**config.mk**
```make
export PLATFORM = sky130hd
export DESIGN_NAME = gr8ram_dram_ctl
export DESIGN_NICKNAME = d
export VERILOG_FILES = /design/src/rtl/gr8ram_pkg.sv /design/src/rtl/gr8ram_dram_seq.sv /design/src/rtl/gr8ram_dram_ctl.sv
export SDC_FILE = /design/constraint.sdc
export NUM_CORES = 1
export LEC_CHECK = 0
export ABC_AREA = 1
export CAP_MARGIN = 20
export CORE_MARGIN = 2
export CORE_UTILIZATION = 50
export DETAILED_ROUTE_END_ITERATION = 8
export PLACE_DENSITY = 0.74
export SETUP_SLACK_MARGIN = 0.2
export SLEW_MARGIN = 20
export SYNTH_ARGS = -nofsm -noshare
export SYNTH_HDL_FRONTEND = slang
export SYNTH_SLANG_ARGS = --single-unit
```
**constraint.sdc**
```tcl
create_clock -name C7M -period 3.1 [get_ports C7M]
set_input_delay 0.31 -clock C7M [delete_from_list [all_inputs] [get_ports C7M]]
set_output_delay 0.31 -clock C7M [all_outputs]
set_load 0.02 [all_outputs]
```
**src/rtl/gr8ram_pkg.sv**
```systemverilog
// Shared definitions for the GR8RAM slot controller: bus-phase states,
// register window offsets and CTRL bit positions.
package gr8ram_pkg;

  typedef enum logic [2:0] {
    S_IDLE = 3'd0,
    S_1    = 3'd1,
    S_2    = 3'd2,
    S_3    = 3'd3,
    S_4    = 3'd4,
    S_5    = 3'd5,
    S_6    = 3'd6,
    S_7    = 3'd7
  } state_e;

  localparam logic [3:0] REG_ADDRL = 4'h0;
  localparam logic [3:0] REG_ADDRM = 4'h1;
  localparam logic [3:0] REG_ADDRH = 4'h2;
  localparam logic [3:0] REG_DATA  = 4'h3;
  localparam logic [3:0] REG_CTRL  = 4'h4;

  localparam int CTRL_INC_EN = 0;
  localparam int CTRL_DEC    = 1;

  // S5..S7 is the slice of the bus cycle reserved for data-port DRAM accesses.
  function automatic logic in_access_window(input state_e s);
    return (s == S_5) || (s == S_6) || (s == S_7);
  endfunction

endpackage

```
**src/rtl/gr8ram_dram_seq.sv**
```systemverilog
// DRAM strobe sequencer: RAS/CAS/RA/nRWE for data-port accesses and
// CAS-before-RAS refresh, driven by the current and next bus-phase state.
module gr8ram_dram_seq
  import gr8ram_pkg::*;
#(
  parameter int BANK_BITS  = 1,
  parameter int ROW_W      = 11,
  parameter int REF_PERIOD = 13
) (
  input  logic                        clk_i,
  input  logic                        rst_i,
  input  state_e                      s_i,
  input  state_e                      s_nxt_i,
  input  logic                        ramsel_i,
  input  logic                        nwe_i,
  input  logic [BANK_BITS-1:0]        bank_i,
  input  logic [ROW_W-1:0]            row_i,
  input  logic [ROW_W-1:0]            col_i,
  output logic [ROW_W-1:0]            ra_o,
  output logic                        nras_o,
  output logic [(1<<BANK_BITS)-1:0]   ncas_o,
  output logic                        nrwe_o
);

  localparam logic [3:0] REF_LAST = 4'(REF_PERIOD - 1);

  logic [3:0]                  ref_cnt_q, ref_cnt_d;
  logic                        ref_q, ref_d;
  logic                        nras_q, nras_d;
  logic [(1<<BANK_BITS)-1:0]   ncas_q, ncas_d;
  logic                        nrwe_q, nrwe_d;
  logic [ROW_W-1:0]            ra_q, ra_d;

  always_comb begin
    ref_cnt_d = ref_cnt_q;
    ref_d     = ref_q;
    nras_d    = nras_q;
    ncas_d    = ncas_q;
    nrwe_d    = nrwe_q;
    ra_d      = ((s_nxt_i == S_6) || (s_nxt_i == S_7)) ? col_i : row_i;
    if (s_i == S_3) ref_cnt_d = (ref_cnt_q == REF_LAST) ? 4'd0 : ref_cnt_q + 4'd1;
    case (s_nxt_i)
      S_1: begin
        nras_d = 1'b1;
        ncas_d = '1;
        nrwe_d = 1'b1;
        ref_d  = 1'b0;
      end
      S_2: if (ref_cnt_q == 4'd0) begin
        ncas_d = '0;
        ref_d  = 1'b1;
      end
      S_3: if (ref_q) nras_d = 1'b0;
      S_4: begin
        nras_d = 1'b1;
        ncas_d = '1;
        ref_d  = 1'b0;
      end
      S_5: if (ramsel_i) nras_d = 1'b0;
      S_6: if (ramsel_i && nwe_i) ncas_d[bank_i] = 1'b0;
      // Writes hold CAS back a cycle so column and data are set up first.
      S_7: if (ramsel_i && !nwe_i) begin
        ncas_d[bank_i] = 1'b0;
        nrwe_d         = 1'b0;
      end
      default: ;
    endcase
  end

  always_ff @(posedge clk_i) begin
    if (rst_i) begin
      ref_cnt_q <= 4'd0;
      ref_q     <= 1'b0;
      nras_q    <= 1'b1;
      ncas_q    <= '1;
      nrwe_q    <= 1'b1;
      ra_q      <= '0;
    end else begin
      ref_cnt_q <= ref_cnt_d;
      ref_q     <= ref_d;
      nras_q    <= nras_d;
      ncas_q    <= ncas_d;
      nrwe_q    <= nrwe_d;
      ra_q      <= ra_d;
    end
  end

  assign ra_o   = ra_q;
  assign nras_o = nras_q;
  assign ncas_o = ncas_q;
  assign nrwe_o = nrwe_q;

endmodule

```
**src/rtl/gr8ram_dram_ctl.sv**
```systemverilog
// GR8RAM slot controller top: bus-phase tracking, register window, address
// stepping. Define GR8RAM_ADDR_READBACK_EN to make Addr/CTRL readable.
module gr8ram_dram_ctl
  import gr8ram_pkg::*;
#(
  parameter int ADDR_W     = 23,
  parameter int BANK_BITS  = 1,
  parameter int ROW_W      = 11,
  parameter int REF_PERIOD = 13
) (
  input  logic                        C7M,
  input  logic                        RES,
  input  logic                        PHI1,
  input  logic                        nDEVSEL,
  input  logic                        nIOSEL,
  input  logic [3:0]                  A,
  input  logic                        nWE,
  input  logic [7:0]                  Din,
  output logic [7:0]                  Dout,
  output logic                        DOE,
  input  logic [7:0]                  RD_i,
  output logic [7:0]                  RD_o,
  output logic                        RD_oe,
  output logic [ROW_W-1:0]            RA,
  output logic                        nRAS,
  output logic [(1<<BANK_BITS)-1:0]   nCAS,
  output logic                        nRWE,
  output logic                        REGEN,
  output state_e                      dbg_state_o
);

  localparam int ROW_BITS = ADDR_W - BANK_BITS - ROW_W;

  state_e              s_q, s_d;
  logic                phi1_q, phi0seen_q;
  logic                regen_q, ramsel_q, inc_pend_q;
  logic                doe_q, rd_oe_q;
  logic [ADDR_W-1:0]   addr_q, addr_d;
  logic [1:0]          ctrl_q, ctrl_d;
  logic [ROW_W-1:0]    row;
  logic [7:0]          rd_mux;
  logic                access, ramsel_now, ramsel_eff, phi1_rise, reg_wr;

  assign access     = ~nDEVSEL & regen_q;
  assign ramsel_now = access & (A == REG_DATA);
  // RAMSEL is latched at the end of S4; the S4->S5 edge must see the live value.
  assign ramsel_eff = (s_q == S_4) ? ramsel_now : ramsel_q;
  assign phi1_rise  = PHI1 & ~phi1_q & phi0seen_q;
  assign reg_wr     = access & ~nWE & (s_q == S_6);

  always_comb begin
    s_d = s_q;
    if (phi1_rise) s_d = S_1;
    else if ((s_q != S_IDLE) && (s_q != S_7)) s_d = state_e'(s_q + 3'd1);
  end

  always_comb begin
    addr_d = addr_q;
    ctrl_d = ctrl_q;
    if ((s_q == S_2) && inc_pend_q && ctrl_q[CTRL_INC_EN])
      addr_d = ctrl_q[CTRL_DEC] ? addr_q - ADDR_W'(1) : addr_q + ADDR_W'(1);
    if (reg_wr) begin
      case (A)
        REG_ADDRL: addr_d[7:0]         = Din;
        REG_ADDRM: addr_d[15:8]        = Din;
        REG_ADDRH: addr_d[ADDR_W-1:16] = Din[ADDR_W-17:0];
        REG_CTRL:  ctrl_d              = Din[1:0];
        default: ;
      endcase
    end
  end

  always_ff @(posedge C7M) begin
    if (RES) begin
      s_q        <= S_IDLE;
      phi1_q     <= 1'b1;
      phi0seen_q <= 1'b0;
      regen_q    <= 1'b0;
      ramsel_q   <= 1'b0;
      inc_pend_q <= 1'b0;
      addr_q     <= '0;
      ctrl_q     <= 2'b01;
      doe_q      <= 1'b0;
      rd_oe_q    <= 1'b0;
    end else begin
      s_q        <= s_d;
      phi1_q     <= PHI1;
      phi0seen_q <= phi0seen_q | ~PHI1;
      if (s_q == S_4) begin
        ramsel_q <= ramsel_now;
        if (!nIOSEL) regen_q <= 1'b1;
      end
      if (s_q == S_2) inc_pend_q <= 1'b0;
      else if ((s_q == S_4) && ramsel_now) inc_pend_q <= 1'b1;
      addr_q     <= addr_d;
      ctrl_q     <= ctrl_d;
      doe_q      <= in_access_window(s_d) & nWE & access;
      rd_oe_q    <= in_access_window(s_d) & ~nWE & ramsel_eff;
    end
  end

  always_comb begin
    row = '0;
    row[ROW_BITS-1:0] = addr_q[ADDR_W-BANK_BITS-1:ROW_W];
  end

  always_comb begin
    rd_mux = 8'hFF;
    case (A)
      REG_DATA:  rd_mux = RD_i;
`ifdef GR8RAM_ADDR_READBACK_EN
      REG_ADDRL: rd_mux = addr_q[7:0];
      REG_ADDRM: rd_mux = addr_q[15:8];
      REG_ADDRH: rd_mux[ADDR_W-17:0] = addr_q[ADDR_W-1:16];
      REG_CTRL:  rd_mux = {6'h3F, ctrl_q};
`endif
      default: ;
    endcase
  end

  gr8ram_dram_seq #(
    .BANK_BITS (BANK_BITS),
    .ROW_W     (ROW_W),
    .REF_PERIOD(REF_PERIOD)
  ) u_seq (
    .clk_i    (C7M),
    .rst_i    (RES),
    .s_i      (s_q),
    .s_nxt_i  (s_d),
    .ramsel_i (ramsel_eff),
    .nwe_i    (nWE),
    .bank_i   (addr_q[ADDR_W-1 -: BANK_BITS]),
    .row_i    (row),
    .col_i    (addr_q[ROW_W-1:0]),
    .ra_o     (RA),
    .nras_o   (nRAS),
    .ncas_o   (nCAS),
    .nrwe_o   (nRWE)
  );

  assign Dout        = access ? rd_mux : 8'hFF;
  assign RD_o        = Din;
  assign DOE         = doe_q;
  assign RD_oe       = rd_oe_q;
  assign REGEN       = regen_q;
  assign dbg_state_o = s_q;

endmodule

```
Word-level counts from Yosys, hierarchy flattened
Cells that the tools add are included.

Word-level logic and storage cells: 114. Memories: 0. Latch bits: 0. Bits in read-only memories: 0. Bits of input ports: 26. Bits in registers: 55. Output and inout port bits: 37. RAM bits: 0.

Add/subtract/negate cells: 4. Bitwise operators: 18. Order comparisons: 2. Eq/ne operators: 22. Reductions and logical operators: 26. Div/mod/pow operators: 0. Multiply operators: 0. Shift operators: 0. Mux-type cells: 26.

Operators by type and width (number): $mux 23 (3); $mux 8 (4); $add 23x1->23 const B (1); $sub 23x1->23 const B (1); $eq 3x3->1 const B (6); $eq 3x2->1 const B (4); $mux 11 (1); $and 1x1->1 (10); $eq 4x2->1 const B (2); $logic_not 4->1 (2); $ne 2x1->1 const B (4); $pmux 2 s4 (1); $reduce_and 2->1 (4); $logic_and 1x1->1 (7); $mux 7 (1); $mux 1 (6); $mux 2 (3); $mux 3 (2); $reduce_bool 3->1 (2); $not 1->1 (5); $add 4x1->4 const B (1); $eq 4x1->1 const B (1); $eq 4x3->1 const B (1); $eq 4x4->1 const B (1); 20 further kinds (25).

Depth between registers and ports, before layout
Gate-level depths: netlist of run 1.

Depth in word-level cells: 9. Depth in mapped cells: 14. Mapped depth without buffers: 14.

Cells and area by module
From an unflattened synthesis of run 1, not the netlist that was laid out.

Cell total of the unflattened synthesis: 700. Area total of the unflattened synthesis: 4179.0 µm².

Modules (own cells, without submodules): gr8ram_dram_ctl (sequential area each 700.7 µm², cells an instance 582, area an instance 3323.2 µm², times used 1); gr8ram_dram_seq (sequential area each 400.4 µm², cells an instance 118, area an instance 855.8 µm², times used 1).

Worst setup path after synthesis of run 1
Ideal clock, no wire load.

Path kind: register -> register. Start: reg ctrl_q[1]. End: reg addr_q[11]. Path buffers: 0. Stages on the path, launching flop included: 13. Library setup time: 64 ps. Clock period less this slack: 2123 ps. Path slack: 977 ps. Arrival: 2060 ps. Required time: 3036 ps. Path through: dfxtp_1 > ha_1 > or2_1 > and2_1 > nand2_1 > nand2_1 > nand2_1 > nand2_1 > nand2_1 > nand3_1 > nand2_1 > nand2_1 > nor2_1.

Longest elaborated chain between the ends: 4.

RTL lines: from (decl) (RTL line gr8ram_dram_ctl.sv:39) `logic [1:0] ctrl_q, ctrl_d;`; from (signal assigned) (RTL line gr8ram_dram_ctl.sv:96) `ctrl_q <= ctrl_d;`; $mux 23 (*) (RTL line gr8ram_dram_ctl.sv:61) `addr_d = ctrl_q[CTRL_DEC] ? addr_q - ADDR_W'(1) : addr_q + ADDR_W'(1);`; $mux 23 (*) (RTL line gr8ram_dram_ctl.sv:60) `if ((s_q == S_2) && inc_pend_q && ctrl_q[CTRL_INC_EN])`; $mux 8 (RTL line gr8ram_dram_ctl.sv:63) `case (A)`; $mux 23 (*) (RTL line gr8ram_dram_ctl.sv:62) `if (reg_wr) begin`; to (signal assigned) (RTL line gr8ram_dram_ctl.sv:95) `addr_q <= addr_d;`; to (decl) (RTL line gr8ram_dram_ctl.sv:38) `logic [ADDR_W-1:0] addr_q, addr_d;`.

Mark *: on every way between the ends. The rest lies on a longest branch, timed or not. A chain may end at the register's enable or synchronous reset.

Final worst setup path of run 1
Start: in A[1]. End: out Dout[3].

Longest elaborated chain between the ends: 3.

RTL lines: from (decl) (RTL line gr8ram_dram_ctl.sv:16) `input logic [3:0] A,`; $eq 4x2->1 (RTL line gr8ram_dram_ctl.sv:109) `case (A)`; $mux 8 (RTL line gr8ram_dram_ctl.sv:109); $mux 8 (RTL line gr8ram_dram_ctl.sv:141) `assign Dout = access ? rd_mux : 8'hFF;`; to (decl) (RTL line gr8ram_dram_ctl.sv:19) `output logic [7:0] Dout,`.

Every way passes these cells.

==> summary.txt, run 1 <==
Status
  – Outcome: finished, final reports clean

Placed design
  – Hpwl dp: 9792 um
  – Placer Congestion: around 0.94
  – Pre-CTS WS: between 0.6 and 0.7 ns
  – Number of port buffers: 62

Run
  – Total of max-cap violations: 0

Synth
  – Synth Net Count: 739
  – Netlist Area Pre-Place: roughly 4300 sq um
  – Mux contribution to synthesized area: 0%
  – Synth Area in XOR/XNOR: 2.254%
  – Largest family of logic cells by synthesized area: simple AND/OR/NAND/NOR gates
  – Synth cell types: between 40 and 50
  – Top post-synthesis cells by area: dfxtp_1, nand2_1, nor2_1
  – Adder-cell share of the synthesized area: under 10%
  – Post-synthesis simple-gate area fraction: between 40% and 50%
  – Complex-gate fraction of the synthesized area: between 10% and 20%
  – Synth Instances: about 690
  – Synth top area share: between 20% and 30%
  – #FFs+latches synth: 55
  – Sequential area share after synthesis: between 20% and 30%
  – Largest area contributor in the netlist: dfxtp_1
  – Synth Area per Inst: 6.240 sq um
  – YS warnings: 0

Global routing
  – Grt ovf: 0
  – Initial antenna violation count: 0
  – GRT Resource Usage Total: ~27%
  – Number of global-route vias before repair: approximately 4,000
  – Pin count of the biggest net entering global routing: 30
  – Global-route wire length before repair: 19,130 um

Setup path
  – Crit end category: output port
  – CP cell instances: clkdlybuf4s50_1 > nand2_1 > inv_1 > nand3_1 > or2_2 > clkdlybuf4s50_1
  – FF-to-FF setup slack: approximately 0.88 ns
  – CP delay by family, top: buffers and inverters
  – Worst-path maximum fanout: 10
  – Buf+Inv Stages, Crit Path: 3
  – CP peak stage delay: approximately 0.6 ns
  – Startpoint Class: input port
  – Crit path required time: between 2 and 3 ns
  – Crit path kind: input port to output port
  – Critical path's slowest cell: clkdlybuf4s50_1
  – Crit-path most repeated cell: clkdlybuf4s50_1
  – Worst EP arrival: between 2 and 2.5 ns

Detailed routing
  – Remaining DRCs: 0
  – Average wire per standard cell: 14.47 um
  – DRT iter0 DRCs: 347
  – DRT Wirelength: between 10,000 and 15,000 um
  – Number of vias per cell: 5.237
  – DR pass1 iterations: 6
  – DR vias: 4,415
  – Final ANT Viol Nets: 0

Die
  – Ports: 63
  – Die area: slightly above 9000 sq um
  – Die width: roughly 96 um
  – FP Rows: 33
  – Core area: about 8300 sq um
  – Starting Density: around half
  – Die Ht: 96.46 um

Finish
  – Seq. cell area: 1101 sq um
  – Nets@finish: 792
  – Multi-input logic area: 2688 sq um
  – Diodes inserted: 0
  – Share of cells above drive strength 1: under 10%
  – Area grow syn2layout: 17.80%
  – Fillers: about 800

Clock network
  – TritonCTS buffer count: 5
  – Longest Clk Path Bufs: 2
  – PostCTS Resize Cnt: 0
  – Postcts setup bufs: 0
  – Root Driver: clkbuf_8
  – Depth of the CTS H-tree: 2
  – Worst skew pair latency: 0.31 ns
  – Post-CTS Hold Buffers: 0
  – Clock sink count: 55
  – CTS clk-pin slew, worst paths: approximately 0.10 ns
  – TritonCTS clock tree: built

Timing
  – Final worst slack: 0.6333 ns
  – Final hold violations: 0
  – Post-route clock period utilization: a little under 80%
  – Worst Tran Pin Value: slightly above 0.7 ns
  – Slew Limit Headroom: between 50% and 60%
  – TNS Setup: 0 ns
  – Tmin final: around 2.5 ns
  – Final Setup Violations: 0
  – RSZ-0062 raised after global routing: no
  – Fmax: 405.4 MHz
  – Clock skew: between 0.009 and 0.01 ns
  – Final Slew Violations: 0

Power and ir drop
  – Logic pwr share: a little under a third
  – Max IR drop VDD: 0.3282 mV
  – Total Power: about 1.8 mW
  – Share of power burned in registers: 42.5%
  – NetSw: roughly 600 uW
  – Sw frac: 33.33%
  – Clock Power Share: between 20% and 30%
  – Pwr/cell area: approximately 360 nW/um^2
  – Internal: approximately 1.2 mW
  – P_leak: around 2.5 nW

Hold path
  – HP Class: flip-flop to flip-flop
[power by group through the flow]
stage / registers, mW / logic (mW) / clock network (mW)
after floorplan: 0.813 / 0.370 / 0
after global placement: 0.786 / 0.553 / 0
after detailed placement: 0.787 / 0.565 / 0
after CTS: 0.770 / 0.568 / 0.481
after global routing: 0.774 / 0.639 / 0.499
final: 0.770 / 0.568 / 0.472
[stage by stage]
stage	utilization (%)	hold slack (ns)	cells	instance area, sq um
floorplan	-	0.3880	685	4274
global placement	59.68	0.4378	836	4928
detailed placement	59.68	0.4392	836	4928
CTS	60.97	0.4592	843	5035
global route	60.97	0.4776	843	5035
finish	60.97	0.4561	843	5035
[final timing paths]
check	from	end	depth (start not counted)
worst min register to register	phi0seen_q	phi0seen_q	2
worst max-delay path	A[1]	Dout[3]	6
worst max register to register	ctrl_q[1]	addr_q[19]	11
worst min-delay path	phi0seen_q	phi0seen_q	2
[state kept, by name, indices dropped and copies added (netlist names), 2 cells and up]
signal	flops
ctrl_q	2
u_seq.ref_cnt_q	4
dbg_state_o	3
u_seq.ncas_o	2
addr_q	23
u_seq.ra_o	11
[layer usage]
metal / vias up / share of wire (%) / track usage [%]
met1: 1965 / 46 / 37.91
met4: 0 / 0.14 / 2.465
li1: 2284 / - / -
met2: 163 / 45 / 44.97
met5: - / 0 / 0
met3: 3 / 8.0 / 4.344
[final cells by class]
cell class                      count  share of cell area (%)
Multi-Input combinational cell    518                   53.38
Timing Repair Buffer               66                   13.17
Clock inverter                      2                  0.7455
Clock buffer                        5                   1.367
Tap cell                          105                   2.609
Inverter                           92                   6.859
Sequential cell                    55                   21.87
[kinds of logic after synthesis]
logic type / after synthesis
adder cells (fa/ha/maj): 28
XOR/XNOR: 11
buffers and inverters: 112
flip-flops: 55
AND/OR/NAND/NOR: 393
AO/OA/AOI/OAI: 86
[worst register-to-register path: stages, from the launching register on]
cell and delay, ns:
dfxtp_1 0.32, buf_4 0.31, ha_1 0.38, nand2_1 0.19, inv_1 0.06, a21oi_1 0.28
nand2_1 0.09, nand2_1 0.13, nand3_1 0.09, nand2_1 0.06, nand3_1 0.11, a21oi_1 0.16
[cells in the mapped netlist, drive strengths merged]
cell type  instances
nand2            210
nor2              94
inv               91
dfxtp             55
nand3             49
a21oi             41
o21ai             32
ha                27
buf               14
or2               11
nand3b            10
nand4             10
clkbuf             6
xnor2              6
xor2               5
a211oi             4
nor3               4
nor4               3
o21bai             3
a21o               1
a311oi             1
and2               1
clkinv             1
fa                 1
o211ai             1
o21a               1
o31ai              1
o41ai              1
or3b               1
[placed cells by master (no fill, tap or decap), types with 4 or more instances in the layout]
cell type / n
a211oi_1: 4
a21oi_1: 40
clkbuf_8: 5
clkdlybuf4s50_1: 62
dfxtp_1: 55
ha_1: 27
inv_1: 85
inv_2: 6
nand2_1: 202
nand2_2: 5
nand3_1: 43
nand3_2: 4
nand3b_1: 10
nand4_1: 9
nor2_1: 92
o21ai_0: 28
or2_2: 10
xnor2_1: 6
xor2_1: 5
Note: power is estimated with default switching activity, not from simulation.
==> inputs of run 2 (changes only) <==
==> constraint.sdc (replaced) <==
create_clock -name C7M -period 2.4 [get_ports C7M]
set_input_delay 0.24 -clock C7M [delete_from_list [all_inputs] [get_ports C7M]]
set_output_delay 0.24 -clock C7M [all_outputs]
set_load 0.02 [all_outputs]
==> run 2 against run 1 <==
  * Combinational power up 30%
  * Clock power up 13%
  * Clock-buffer cell count rose by 1
  * Critical endpoint is now addr_q[14]
  * Largest cell class unchanged
  * Highest routed layer unchanged
==> summary.txt, run 2 (synthesis gave the netlist of run 1 again) <==
Status
  – Outcome: finished, final reports clean

Die
  – Core area: 8258 sq um (unchanged)
  – Die area: 9304 sq um (unchanged)
  – Die Ht: 96.46 um (unchanged)
  – FP Rows: 33 (unchanged)
  – Ports: 63 (unchanged)
  – Die width: 96.46 um (unchanged)
  – Starting Density: 51.76% (unchanged)

Hold path
  – Hold Path Depth: 2 (unchanged)
  – HP Class: flip-flop to flip-flop

Clock network
  – CTS clk-pin slew, worst paths: 0.11 ns (about the same)
  – Worst skew pair latency: 0.32 ns (about the same)
  – Post-CTS Hold Buffers: 0 (unchanged)
  – Clock sink count: 55 (unchanged)
  – TritonCTS clock tree: built
  – TritonCTS buffer count: 5 (unchanged)
  – Longest Clk Path Bufs: 2 (unchanged)
  – Root Driver: clkbuf_8
  – Depth of the CTS H-tree: 2 (unchanged)

Finish
  – Diodes inserted: 0 (unchanged)
  – Max reg flops: 23 (unchanged)
  – Nets@finish: 802 (+1.3%)
  – Top reg by flops: addr_q
  – Finished Cell Area: 5129 sq um (+1.9%)
  – Most common cell after layout, fill and taps aside: nand2_1
  – Share of cells above drive strength 1: 9.212% (+2.6 points)
  – Most frequent cells in the layout: nand2_1, nor2_1, inv_1
  – Area grow syn2layout: 19.99%

Setup path
  – Crit path required time: 2.65 ns (-0.14 ns)
  – Startpoint Class: flip-flop
  – Worst-path maximum fanout: 16 (+6)
  – CP peak stage delay: 0.44 ns (-0.16 ns)
  – Worst EP arrival: 2.39 ns (+0.23 ns)
  – WP depth: 10 (+4)
  – CP cell instances: ha_1 > nand2_1 > nor2_1 > nand2_1 > o21bai_1 > nand3b_1 > nand3_1 > nand2_1 > nand2_1 > nor2_1
  – CP delay by family, top: simple AND/OR/NAND/NOR gates
  – Crit-path most repeated cell: nand2_1
  – Reg2Reg Depth: 10 (-1)
  – Critical path's slowest cell: dfxtp_4
  – Crit path kind: flip-flop to flip-flop
  – Buf+Inv Stages, Crit Path: 0 (-3)
  – Crit end category: flip-flop

Timing
  – RSZ-0062 raised after global routing: yes
  – Tmin final: approximately 2.1 ns
  – Worst Tran Pin Value: 0.6855 ns (-0.02823 ns)
  – TNS Setup: 0 ns (unchanged)
  – Final hold violations: 0 (unchanged)
  – Final Setup Violations: 0 (unchanged)
  – Slew Limit Headroom: 53.70% (+1.5 points)
  – Final worst slack: 0.2652 ns (-0.3681 ns)
  – Clock skew: 0.01667 ns (+0.007266 ns)
  – Post-route clock period utilization: between 80% and 90%
  – Fmax: ~470 MHz
  – Final Slew Violations: 0 (unchanged)

Global routing
  – Number of global-route vias before repair: 4,201 (+7.6%)
  – Global-route wire length before repair: 20,570 um (+7.5%)
  – Initial antenna violation count: 0 (unchanged)
  – Grt ovf: 0 (unchanged)
  – GRT Resource Usage Total: 28.90% (+2.0 points)
  – Pin count of the biggest net entering global routing: 41 (+37%)

Power and ir drop
  – Pwr/cell area: 441.0 nW/um^2 (+23%)
  – Max IR drop VDD: 0.4058 mV (+24%)
  – P_leak: 2.584 nW (+1.6%)

Detailed routing
  – DR vias: 4,514 (+2.2%)
  – DRT Wirelength: 12,780 um (+4.8%)
  – DRT iter0 DRCs: 372 (+7.2%)
  – Number of vias per cell: 5.286 (+0.93%)
  – Final ANT Viol Nets: 0 (unchanged)
  – Average wire per standard cell: 14.97 um (+3.4%)
  – Remaining DRCs: 0 (unchanged)
  – DR pass1 iterations: 5 (-1)

Placed design
  – Number of port buffers: 62 (unchanged)
  – Placer Congestion: 1.096 (+16%)
  – Pre-CTS WS: -0.05290 ns (-0.6857 ns)
  – Hpwl dp: 10,000 um (+2.2%)
  – Placed cell areas: 4991 sq um (+1.3%)

Run
  – Total of max-cap violations: 0 (unchanged)
-- run 2: cell types whose count changed in the layout (fill, tap and decap cells not counted), moves of 2 or more --
cell,delta
buf_4,+11
nor2_2,+5
nand3_1,-2
nand3_2,+2
dlymetal6s2s_1,+8
nor2_1,-5
clkdlybuf4s50_1,-8
-- run 2: report_power, final --
| part | total [mW] | leakage (nW) | switching, mW | internal, mW |
|---|---|---|---|---|
| clock network | 0.531 | 0.0412 | 0.326 | 0.205 |
| registers | 0.994 | 0.446 | 0.0362 | 0.958 |
| logic | 0.736 | 2.10 | 0.442 | 0.294 |
-- run 2: worst min-delay path, delay by kind of cell, from the launching register on --
kind	cells	cell delay, ns
and+or+nand+nor	1	0.05
DFF	1	0.32
AOI/OAI and AO/OA	1	0.06
-- run 2: path summary, 6_finish.rpt --
kind	from	to	slack, ns
setup / recovery	ctrl_q[1]	addr_q[14]	0.27
hold / removal	u_seq.nras_o	u_seq.nras_o	0.46
setup reg to reg	ctrl_q[1]	addr_q[14]	0.27
hold reg to reg	u_seq.nras_o	u_seq.nras_o	0.46
-- run 2: repair_timing --
action                                  in CTS  in global routing
setup buffers                                0                  0
gates resized for setup                      3                 16
endpoints found under the setup margin      25                 18
-- run 2: layer usage --
metal / wire [um] / share of wire, % / GRT usage, %
met4: 337 / 2.6 / 9.390
met3: 1026 / 8.0 / 5.275
met5: 0 / 0 / 0
met2: 5652 / 44 / 45.66
met1: 5765 / 45 / 39.90
-- run 2: cell type report --
class	instances	area (sq um)
Sequential cell	55	1105
Inverter	92	345.3
Timing Repair Buffer	76	745.7
Clock inverter	2	12.51
Fill cell	796	3129
Multi-Input combinational cell	518	2716
Clock buffer	6	72.57
Tap cell	105	131.4
-- run 2: stage by stage --
step | utilization (%) | power (mW) | hold WS [ns] | std cells
after floorplan | - | 1.528 | 0.3180 | 685
after global placement | 60.44 | 1.728 | 0.4362 | 846
after detailed placement | 60.44 | 1.752 | 0.4505 | 846
after CTS | 61.58 | 2.272 | 0.4652 | 854
after global routing | 62.11 | 2.406 | 0.5088 | 854
final | 62.11 | 2.262 | 0.4628 | 854
